$ cat config.mk
export PLATFORM = sky130hd
export DESIGN_NAME = sha256_msg_sched
export DESIGN_NICKNAME = d
export VERILOG_FILES = /design/src/rtl/sha256_pkg.sv /design/src/rtl/sha256_small_sigma.sv /design/src/rtl/sha256_msg_sched.sv
export SDC_FILE = /design/constraint.sdc
export NUM_CORES = 1
export LEC_CHECK = 0
export ABC_AREA = 1
export BUFFER_PORTS_ARGS = -buffer_cell sky130_fd_sc_hd__buf_2
export CORE_AREA = 2 2 218 220
export CTS_BUF_LIST = sky130_fd_sc_hd__clkbuf_4
export DETAILED_ROUTE_END_ITERATION = 10
export DIE_AREA = 0 0 220 222
export PLACE_DENSITY = 0.71
export SETUP_SLACK_MARGIN = 0.2
export SLEW_MARGIN = 10
export SYNTH_ARGS = -nofsm -noshare
export SYNTH_HDL_FRONTEND = slang
export SYNTH_SLANG_ARGS = --single-unit
export TNS_END_PERCENT = 5
$ cat constraint.sdc
create_clock -name clk -period 7.55 [get_ports clk]
set_input_delay 0 -clock clk [delete_from_list [all_inputs] [get_ports clk]]
set_output_delay 0 -clock clk [all_outputs]
set_load 0.02 [all_outputs]
$ cat src/rtl/sha256_pkg.sv
// Shared types and constants for the SHA-256 message-schedule sequencer.
package sha256_pkg;

  localparam int unsigned WORD_W          = 32;
  localparam int unsigned WORDS_PER_BLOCK = 16;
  localparam int unsigned ROUNDS          = 64;
  localparam int unsigned IDX_W           = 6;
  localparam int unsigned LOAD_W          = 4;

  typedef logic [WORD_W-1:0] word_t;

  typedef enum logic [1:0] {
    IDLE = 2'd0,
    LOAD = 2'd1,
    EMIT = 2'd2
  } state_t;

endpackage

$ cat src/rtl/sha256_small_sigma.sv
// Combinational SHA-256 small-sigma function; SEL=0 gives sigma0, SEL=1 gives sigma1.
module sha256_small_sigma
  import sha256_pkg::*;
#(
  parameter int unsigned SEL = 0
) (
  input  word_t x,
  output word_t y
);

  word_t rot_a;
  word_t rot_b;
  word_t shr_c;

  always_comb begin
    rot_a = '0;
    rot_b = '0;
    shr_c = '0;
    if (SEL == 0) begin
      rot_a = {x[6:0],  x[31:7]};
      rot_b = {x[17:0], x[31:18]};
      shr_c = {3'b000,  x[31:3]};
    end else begin
      rot_a = {x[16:0], x[31:17]};
      rot_b = {x[18:0], x[31:19]};
      shr_c = {10'b0,   x[31:10]};
    end
    y = rot_a ^ rot_b ^ shr_c;
  end

endmodule

$ cat src/rtl/sha256_msg_sched.sv
// SHA-256 message-schedule sequencer: loads 16 words, streams W0..W63 from a sliding window.
// Optional statistics counters are built when SHA256_SCHED_STATS_EN is defined.
module sha256_msg_sched
  import sha256_pkg::*;
(
  input  logic             clk,
  input  logic             rst_n,
  input  logic             start,
  input  logic             in_valid,
  output logic             in_ready,
  input  logic [31:0]      in_data,
  output logic             out_valid,
  input  logic             out_ready,
  output logic [31:0]      out_data,
  output logic [5:0]       out_idx,
  output logic             busy,
  output logic             done
`ifdef SHA256_SCHED_STATS_EN
  ,
  output logic [31:0]      blk_cnt,
  output logic [31:0]      stall_cnt
`endif
);

  localparam logic [LOAD_W-1:0] LAST_LOAD  = LOAD_W'(WORDS_PER_BLOCK - 1);
  localparam logic [IDX_W-1:0]  LAST_ROUND = IDX_W'(ROUNDS - 1);

  state_t             state;
  state_t             state_next;
  word_t              win [WORDS_PER_BLOCK];
  logic [LOAD_W-1:0]  load_cnt;
  logic [IDX_W-1:0]   t;
  logic               in_fire;
  logic               out_fire;
  word_t              s0_y;
  word_t              s1_y;
  word_t              sched_next;

  assign in_ready  = (state == LOAD);
  assign out_valid = (state == EMIT);
  assign busy      = (state != IDLE);
  assign out_data  = win[0];
  assign out_idx   = t;

  assign in_fire  = in_valid && in_ready;
  assign out_fire = out_valid && out_ready;

  sha256_small_sigma #(.SEL(0)) u_sigma0 (
    .x (win[1]),
    .y (s0_y)
  );

  sha256_small_sigma #(.SEL(1)) u_sigma1 (
    .x (win[14]),
    .y (s1_y)
  );

  assign sched_next = s1_y + win[9] + s0_y + win[0];

  // The done cycle is already IDLE, so a start coinciding with done is masked here.
  always_comb begin
    state_next = state;
    case (state)
      IDLE:    if (start && !done) state_next = LOAD;
      LOAD:    if (in_fire && (load_cnt == LAST_LOAD)) state_next = EMIT;
      EMIT:    if (out_fire && (t == LAST_ROUND)) state_next = IDLE;
      default: state_next = IDLE;
    endcase
  end

  always_ff @(posedge clk or negedge rst_n) begin
    if (!rst_n) begin
      state <= IDLE;
    end else begin
      state <= state_next;
    end
  end

  always_ff @(posedge clk or negedge rst_n) begin
    if (!rst_n) begin
      load_cnt <= '0;
      t        <= '0;
      done     <= 1'b0;
    end else begin
      done <= out_fire && (t == LAST_ROUND);
      if ((state == IDLE) && start && !done) begin
        load_cnt <= '0;
        t        <= '0;
      end
      if (in_fire) begin
        load_cnt <= load_cnt + 1'b1;
      end
      if (out_fire) begin
        t <= t + 1'b1;
      end
    end
  end

  // Loading and emitting share one shift path; only the word entering slot 15 differs.
  always_ff @(posedge clk or negedge rst_n) begin
    if (!rst_n) begin
      for (int unsigned i = 0; i < WORDS_PER_BLOCK; i++) begin
        win[i] <= '0;
      end
    end else if (in_fire || out_fire) begin
      for (int unsigned i = 0; i < WORDS_PER_BLOCK - 1; i++) begin
        win[i] <= win[i+1];
      end
      win[WORDS_PER_BLOCK-1] <= in_fire ? in_data : sched_next;
    end
  end

`ifdef SHA256_SCHED_STATS_EN
  always_ff @(posedge clk or negedge rst_n) begin
    if (!rst_n) begin
      blk_cnt   <= '0;
      stall_cnt <= '0;
    end else begin
      if (done) begin
        blk_cnt <= blk_cnt + 32'd1;
      end
      if (out_valid && !out_ready) begin
        stall_cnt <= stall_cnt + 32'd1;
      end
    end
  end
`endif

endmodule

# Word level (Yosys, flattened, before mapping)
# Index checks and enable logic that the tools add are counted.
# word_totals
output_inout_bits	42
in_bits	37
elab_cells	59
regBits	525
# op_classes
n_mux	9
bitwise	4
addsub	5
n_reduce_logical	14
eq_ne	7
# op_table
op	count
adder 32 bit	3
bitwise XOR 32 bit	2
two-way mux 32 bit	1
bitwise XOR 32 x 22 -> 32 bit	1
bitwise XOR 32 x 29 -> 32 bit	1
two-way mux 6 bit	2
two-way mux 4 bit	2
logical AND 1 bit	7
adder 6 x 1 -> 6 bit (second input constant)	1
== test 6 bit (second input constant)	1
two-way mux 2 bit	3
case mux 2 bit (3 select lines)	1
nonzero test 2 bit	3
adder 4 x 1 -> 4 bit (second input constant)	1
== test 4 bit (second input constant)	1
inequality test 2 x 1 -> 1 bit (second input constant)	2
AND reduction 3 bit	1
== test 2 x 1 -> 1 bit (second input constant)	1
== test 2 bit (second input constant)	1
zero test 2 bit	1
inequality test 2 bit (second input constant)	1
zero test 1 bit	1
logical OR 1 bit	1

# Logic depth before layout (Yosys ltp)
# Gate-level depths: netlist (run 1).
# depth
depth_word	6
ltp_mapped	21
depth_no_buf	20

# Modules after synthesis
# From an unflattened synthesis (run 1), not the netlist that was laid out.
# unflattened
hier_cells	3189
area_unflattened_um2	25777.2
# modules_own_cells
mod	cells_per_inst	seq_area_each_um2	n_inst	area_each_um2
sha256_msg_sched	2807	13137.6	1	24214.5
sha256_small_sigma (u_sigma0)	209	0.0	1	835.8
sha256_small_sigma (u_sigma1)	173	0.0	1	726.9

# Least setup slack after synthesis (run 1)
# OpenSTA, ideal clock, no wires.
# synth_path
path_type	register to register
startpoint	reg win[452] in the netlist's numbering
endpoint	reg win[17] in the netlist's numbering
arrival_ns	3.272
required_time_ns	7.429
stages_incl_launch_ff	20
setup_time_ns	0.121
synth_period_minus_slack_ns	3.393
slack_ns	4.157
path_buffers	1
path_cell_list	dfrtp_1 > clkbuf_1 > xnor2_1 > xor2_1 > fa_1 > fa_1 > inv_1 > ha_1 > inv_1 > fa_1 > inv_1 > nand3_1 > nand3_1 > nand2_1 > a21oi_1 > nor2_1 > nand2_1 > nand2_1 > o21bai_1 > nand2_1
# synth_between
elab_chain_cells	4
# synth_rtl
element	line	source
start: declaration	sha256_msg_sched.sv:30	word_t win [WORDS_PER_BLOCK];
start signal: indexed assignment	sha256_msg_sched.sv:107	win[i] <= win[i+1];
start signal: indexed assignment	sha256_msg_sched.sv:109	win[WORDS_PER_BLOCK-1] <= in_fire ? in_data : sched_next;
bitwise XOR 32 x 29 -> 32 bit	sha256_small_sigma.sv:28	y = rot_a ^ rot_b ^ shr_c;
adder 32 bit (2 in a row)	sha256_msg_sched.sv:58	assign sched_next = s1_y + win[9] + s0_y + win[0];
two-way mux 32 bit	sha256_msg_sched.sv:109	
# Every way passes these cells.
# A chain may end at the register's enable or synchronous reset.

# Worst setup path in the final report (run 1)
# layout_path
startpoint	reg win[454] in the netlist's numbering
endpoint	reg win[8] in the netlist's numbering
# The elaborated chain is that of the path after synthesis.

==> flow_metrics.tcl, run 1 <==
set metrics [dict create \
    status "completed" \
    clkTransAtPathRegs_ns 0.06 \
    cp_slowest_cell "dlygate4sd3_1" \
    grt-ovfl-total 0 \
    cp-end-kind "flop" \
    setup_tns_ns 0 \
    crit_end "win[8]$_DFFE_PN0P_" \
    max_stage_delay_ns 0.58 \
    ios 79 \
    cts_max_level 4 \
    drc 0 \
    vias 18926 \
    dr.pass1.iters 6 \
    numCtsBuffers 141 \
    max_slew.worst_pin.slew_ns 1.197 \
    clockBufferDepth 3 \
    post-cts-setup-buffer-count 0 \
    fillers 4008 \
    die_w_um 220 \
    synth_top_area_share_pct 51.74 \
    vias_per_cell 5.070 \
    path_max_fanout 6 \
    antenna_found_initial 3 \
    grt_pass1_wl_um 99550 \
    start_util_pct 54.88 \
    crit_type "flop to flop" \
    io_buffers 78 \
    ys_seq_elements 525 \
    reg2reg_slack_ns 3.31 \
    fin_crit_sh_pct 56.12 \
    skew_ns 0.05866 \
    ys_top_cells_by_area "dfrtp_1 (52%), nand2_1 (13%), inv_1 (6.6%), o21ai_0 (5.6%), fa_1 (4.9%)" \
    tritoncts "built" \
    arrival_ns 5.09 \
    gp_congestion 0.9357 \
    wl_um 62040 \
    yosysSeqAreaShare_pct 51.74 \
    postSynthCellCount 2922 \
    synth_nets 3054 \
    grt_usage_pct 26.60 \
    slew_headroom_pct 20.18 \
    syn_area_um2 25390 \
    syn2layout_area_growth_pct 10.56 \
    hpwl_um 42130 \
    drive_gt1_share_pct 10.38 \
    fmax_mhz 236.0 \
    r2r_cells 13 \
    syn_avg_cell_area_um2 8.689 \
    wire_per_inst_um 16.62 \
    required_ns 8.40 \
    drtAntennaViolNets 0 \
    rows 79 \
    final-hold-violation-count 0 \
    reg2reg_to "win[8]$_DFFE_PN0P_" \
    finalCriticalPeriod_ns 4.237 \
    drt_iter0_markers 1851 \
    yosysUniqueCellTypes 34 \
    drv_cap 0 \
    start_kind "flop" \
    clock_latency_ns 0.95 \
    synth_warnings 0 \
    crit_path_cell_trace "xnor2_1 > xor2_1 > fa_1 > fa_1 > inv_1 > ha_1 > nand2_1 > nand3_1 > a21oi_1 > xnor2_1 > nand2_1 > a31oi_1 > dlygate4sd3_1" \
    nNetsFinal 3159 \
    cts.sink_count 525 \
    rsz0062_at_grt "no" \
    hold_path_class "primary input to flop" \
    crit_start "win[454]$_DFFE_PN0P_" \
    setup_violations 0 \
    timing.rr.start "win[454]$_DFFE_PN0P_" \
    synth_top_area_cell "dfrtp_1" \
    root_buffer "clkbuf_4" \
    grt_pass1_vias 18776 \
    maxSlewViolCount 0 \
    grt_max_degree 292 \
    die_h_um 222 \
    die-area_um2 48840 \
    core_um2 46260 \
]
## metrics by stage
step                utilization [%]  hold WS, ns  worst slack [ns]  std cells  area (um^2)
floorplan                         -      -0.2956             4.157       2922        25390
global placement              54.99      0.05943             3.474       3416        25440
detailed placement            54.99      0.05962             3.329       3416        25440
CTS                           60.66      0.01249             3.325       3729        28060
global route                  60.68       0.1102             2.935       3733        28070
finish                        60.68       0.1162             3.313       3733        28070
## registers in the layout, indices dropped and copies added, names as in the netlist
signal / flops
state: 2
done: 1
win: 480
out_data: 32
out_idx: 6
load_cnt: 4
## cells by family (layout without fill, tap and decap cells)
| family | Yosys count | in the layout | share of synthesized area, % |
|---|---|---|---|
| and+or+nand+nor | 994 | 994 | 15.16 |
| buffers and inverters | 651 | 851 | 11.55 |
| AOI/OAI and AO/OA | 527 | 527 | 10.55 |
| DFF | 525 | 525 | 51.74 |
| xor gates and xnor gates | 130 | 130 | 4.485 |
| adders and majority gates | 95 | 95 | 6.515 |
| other | 0 | 4 | 0 |
## cell usage after synthesis
cell type / n
nand2_1: 866
dfrtp_1: 525
inv_1: 447
o21ai_0: 284
o21ai_1: 193
xor2_1: 66
buf_2: 64
xnor2_1: 64
fa_1: 62
buf_4: 56
nand3_1: 56
clkbuf_1: 55
nor2_1: 54
ha_1: 33
a21oi_1: 30
buf_6: 26
a31oi_1: 8
o21bai_1: 5
nand4_1: 4
nor3_1: 4
or2_2: 3
inv_2: 2
nand2_2: 2
nand3b_1: 2
o211ai_1: 2
a21o_1: 1
a22o_1: 1
a22oi_1: 1
and2_1: 1
inv_4: 1
nor2_2: 1
nor2_4: 1
o21a_1: 1
o31ai_1: 1
## per-layer routing
layer  vias up  global-route usage (%)  wire length [um]  share of wire, %
li1       9172                       -                 -                 -
met1      9065                   38.04             28130                45
met2       584                   39.11             27780                45
met3       105                   6.735              4388               7.1
met4         0                   10.20              1751               2.8
met5         -                       0                 0                 0
## worst min-delay path by stage
| stage | from | to | slack [ns] | cells past startpoint |
|---|---|---|---|---|
| after CTS | in_valid | load_cnt[1]$_DFFE_PN0P_ | 0.01 | 4 |
| after detailed placement | rst_n | win[380]$_DFFE_PN0P_ | 0.06 | 1 |
| final | in_valid | load_cnt[1]$_DFFE_PN0P_ | 0.12 | 4 |
| after floorplan | rst_n | done$_DFF_PN0_ | -0.30 | 0 |
| after global placement | rst_n | win[380]$_DFFE_PN0P_ | 0.06 | 1 |
| after global routing | in_data[20] | win[20]$_DFFE_PN0P_ | 0.11 | 5 |
## critical path: cells and delay by family (launching register included)
family,cells,cell delay (ns)
fa+ha+maj,3,1.46
xor+xnor,3,0.80
buf+inv,2,0.63
flops,1,0.50
simple gates,3,0.38
compound gates,2,0.42
## final cells by class
type / instances / area (um^2) / area share [%]
clock buffer: 205 / 1539 / 5.483
multi-input combinational: 1746 / 9328 / 33.23
tap: 607 / 759.5 / 2.706
sequential: 525 / 13140 / 46.80
inverter: 450 / 1702 / 6.062
timing repair buffer: 163 / 1281 / 4.565
antenna: 4 / 10.01 / 0.03566
clock inverter: 33 / 312.8 / 1.114
## what timing repair did
| action | CTS | global route |
|---|---|---|
| hold endpoints to repair | 414 | 0 |
| gates resized for setup | 0 | 0 |
| hold buffers | 75 | 0 |
## placed cells by master, fill, tap and decap left out, types with 4 or more instances in the layout
master / n
xnor2_1: 64
nor2_1: 54
clkinv_2: 4
buf_2: 77
bufinv_16: 6
xor2_1: 66
diode_2: 4
ha_1: 33
nor3_1: 4
clkbuf_4: 205
nand3_1: 56
dlygate4sd3_1: 74
buf_4: 7
inv_1: 447
a21oi_1: 30
fa_1: 62
a31oi_1: 8
o21ai_1: 193
nand4_1: 4
inv_2: 5
dfrtp_1: 525
nand2_1: 865
clkinv_1: 14
o21ai_0: 284
o21bai_1: 5
Power of run 1 is not shown: default switching activity piles up to over one toggle a cycle in this logic, so the estimate is an artifact.
==> run 2, diff against run 1 <==
--- a/config.mk
+++ b/config.mk
@@ -5,12 +5,12 @@
 export SDC_FILE = /design/constraint.sdc
 export NUM_CORES = 1
 export LEC_CHECK = 0
-export ABC_AREA = 1
+export ABC_AREA = 0
 export BUFFER_PORTS_ARGS = -buffer_cell sky130_fd_sc_hd__buf_2
-export CORE_AREA = 2 2 218 220
+export CORE_AREA = 2 2 214 216
 export CTS_BUF_LIST = sky130_fd_sc_hd__clkbuf_4
 export DETAILED_ROUTE_END_ITERATION = 10
-export DIE_AREA = 0 0 220 222
+export DIE_AREA = 0 0 216 218
 export PLACE_DENSITY = 0.71
 export SETUP_SLACK_MARGIN = 0.2
 export SLEW_MARGIN = 10
==> constraint.sdc (replaced) <==
create_clock -name clk -period 4.2 [get_ports clk]
set_input_delay 0 -clock clk [delete_from_list [all_inputs] [get_ports clk]]
set_output_delay 0 -clock clk [all_outputs]
set_load 0.02 [all_outputs]
==> run 2 against run 1 <==
Effect of this change:
- clock skew up 0.0096 ns
- critical path type unchanged
- area after synthesis down 4.0%
- routed wire length up 5.3%
- die area down 3.6%
- cell area up 1.0%
- via count down 0.23%
- worst hold slack better by 0.084 ns
- highest routed layer unchanged
- non-clock buffer count up 86
==> flow_metrics.tcl, run 2 <==
set metrics [dict create \
    cp-end-kind "flop" \
    drv_cap 0 \
    arrival_ns 4.90 \
    synthTopCellsByCount "nand2_1 (1310), dfrtp_1 (525), inv_1 (131)" \
    synth_top_area_cell "dfrtp_1" \
    vias_per_cell 5.209 \
    io_buffers 78 \
    clock_latency_ns 0.99 \
    gr-usage-met2_pct 45.02 \
    fmax_mhz 243.9 \
    final-hold-violation-count 0 \
    yosysUniqueCellTypes 60 \
    finalCriticalPeriod_ns 4.100 \
    setup_tns_ns 0 \
    post-place-cells 3287 \
    cts.sink_count 525 \
    clkTransAtPathRegs_ns 0.07 \
    path_max_fanout 8 \
    max_stage_delay_ns 0.55 \
    stdcell_count 3625 \
    async_flop_share_pct 100.0 \
    yosys.cell_count.top_type "nand2_1" \
    wl_um 65350 \
    start_util_pct 54.29 \
    hpwl_um 43580 \
    synth-edff-count 0 \
    rows 78 \
    grt-busiest-layer "met2" \
    largest_reg_flops 480 \
    grt_usage_pct 28.96 \
    fin_hold_ws_ns 0.2006 \
    grt_max_degree 136 \
    drt_iter0_markers 1828 \
    syn2layout_area_growth_pct 16.36 \
    gr-usage-met1_pct 40.52 \
    syn_area_um2 24370 \
    die_w_um 216 \
    clockBufferDepth 3 \
    vias 18882 \
    met3_usage_pct 6.597 \
    max_slew.worst_pin.slew_ns 1.005 \
    place_area_um2 25200 \
    wire_per_inst_um 18.03 \
    postSynthCellCount 2747 \
    drc 0 \
    top_register "win" \
    ys_seq_elements 525 \
    tritoncts "built" \
    syn_avg_cell_area_um2 8.873 \
    grt_pass1_wl_um 104100 \
    grt-ovfl-total 0 \
    maxSlewViolCount 0 \
    root_buffer "clkbuf_4" \
    gp_congestion 0.9910 \
    die_h_um 218 \
    layout_common_cells "nand2_1 (1308), dfrtp_1 (515), clkbuf_4 (200)" \
    antenna_found_initial 2 \
    grt_pass1_vias 18796 \
    slew_headroom_pct 32.86 \
    post-route-cell-area_um2 28360 \
    status "completed" \
    fin_crit_sh_pct 97.62 \
    die-area_um2 47090 \
    drive_gt1_share_pct 14.19 \
    hold_path_class "primary input to flop" \
    ys.flop_type "dfrtp_1" \
    yosysSeqAreaShare_pct 53.90 \
    cp_slowest_cell "fa_1" \
    ys_top_cells_by_area "dfrtp_1 (54%), nand2_1 (20%), fa_1 (5.1%), xnor2_1 (2.8%), o21ai_0 (2.5%)" \
    skew_ns 0.06824 \
    rsz0062_at_grt "yes" \
    required_ns 5.00 \
    ios 79 \
    synth_warnings 0 \
    cts_max_level 4 \
    dr.pass1.iters 5 \
    core_um2 44890 \
    layout_commonest_cell "nand2_1" \
    drtAntennaViolNets 0 \
    crit_type "flop to flop" \
    synth_nets 2879 \
    start_kind "flop" \
    numCtsBuffers 138 \
    nNetsFinal 3070 \
    crit_path_cell_trace "xor2_1 > xnor2_1 > fa_1 > fa_1 > inv_1 > ha_1 > a21oi_1 > o21a_1 > o221ai_1 > a31oi_1 > o41ai_2 > buf_4 > a21boi_1 > xor2_1 > a21oi_1" \
    synth_top_area_share_pct 53.90 \
    setup_violations 0 \
]
## run 2: logic make-up (layout without fill, tap and decap cells)
logic type | Yosys count | count (layout) | share of synthesized area, %
simple gates | 1392 | 1392 | 22.00
flops | 525 | 525 | 53.90
buf+inv | 329 | 606 | 5.791
compound gates | 262 | 262 | 6.335
xor+xnor | 143 | 143 | 5.139
fa+ha+maj | 95 | 95 | 6.786
mux | 1 | 1 | 0.04620
other cells | 0 | 1 | 0
## run 2: area by class of cell
cell class	count	area, um^2
fillers	3868	16530
multi-input cells	1893	10140
diodes	1	2.502
flip-flops and latches	525	13150
clock buffers	200	1501
repair buffers	249	2102
well taps	600	750.7
inverters	131	491.7
clock inverters	26	221.5
## run 2: what timing repair did
item | in CTS | in global routing
gates resized for setup | 26 | 38
setup buffers | 1 | 5
hold buffers | 105 | 0
pin swaps | 7 | 32
hold endpoints to repair | 592 | 0
endpoints found under the setup margin | 17 | 26
## run 2: metal layers
layer  vias up  wire [um]
met5         -          0
met4         0       1510
met3        92       3897
met2       603      30860
met1      9298      29090
li1       8889          -
## run 2: path summary, 6_finish.rpt
kind | startpoint | endpoint | slack [ns] | depth (start not counted)
setup / recovery | win[466]$_DFFE_PN0P_ | win[24]$_DFFE_PN0P_ | 0.10 | 15
hold / removal | start | out_idx[4]$_DFFE_PN0P_ | 0.20 | 5
setup reg to reg | win[466]$_DFFE_PN0P_ | win[24]$_DFFE_PN0P_ | 0.10 | 15
hold reg to reg | win[289]$_DFFE_PN0P_ | win[321]$_DFFE_PN0P_ | 0.44 | 2
max in group asynchronous | rst_n | win[103]$_DFFE_PN0P_ | 3.32 | 4
min in group asynchronous | rst_n | win[401]$_DFFE_PN0P_ | 0.35 | 4
## run 2: metrics by stage
stage          util [%]  setup WS, ns
2_1_floorplan         -        0.3710
3_3_place_gp      56.13       0.08214
3_5_place_dp      56.13       0.01504
4_1_cts           62.69        0.1891
5_1_grt           63.17      -0.06035
6_report          63.17        0.1001
## run 2: worst max-delay path: cells and delay by family, from the launching register on
family | cells | cell delay (ns)
adder cells (fa/ha/maj) | 3 | 1.46
AO/OA/AOI/OAI | 7 | 1.22
XOR/XNOR | 3 | 0.55
flip-flops | 1 | 0.48
buffers and inverters | 2 | 0.21
Power of run 2 is left out for the same reason.
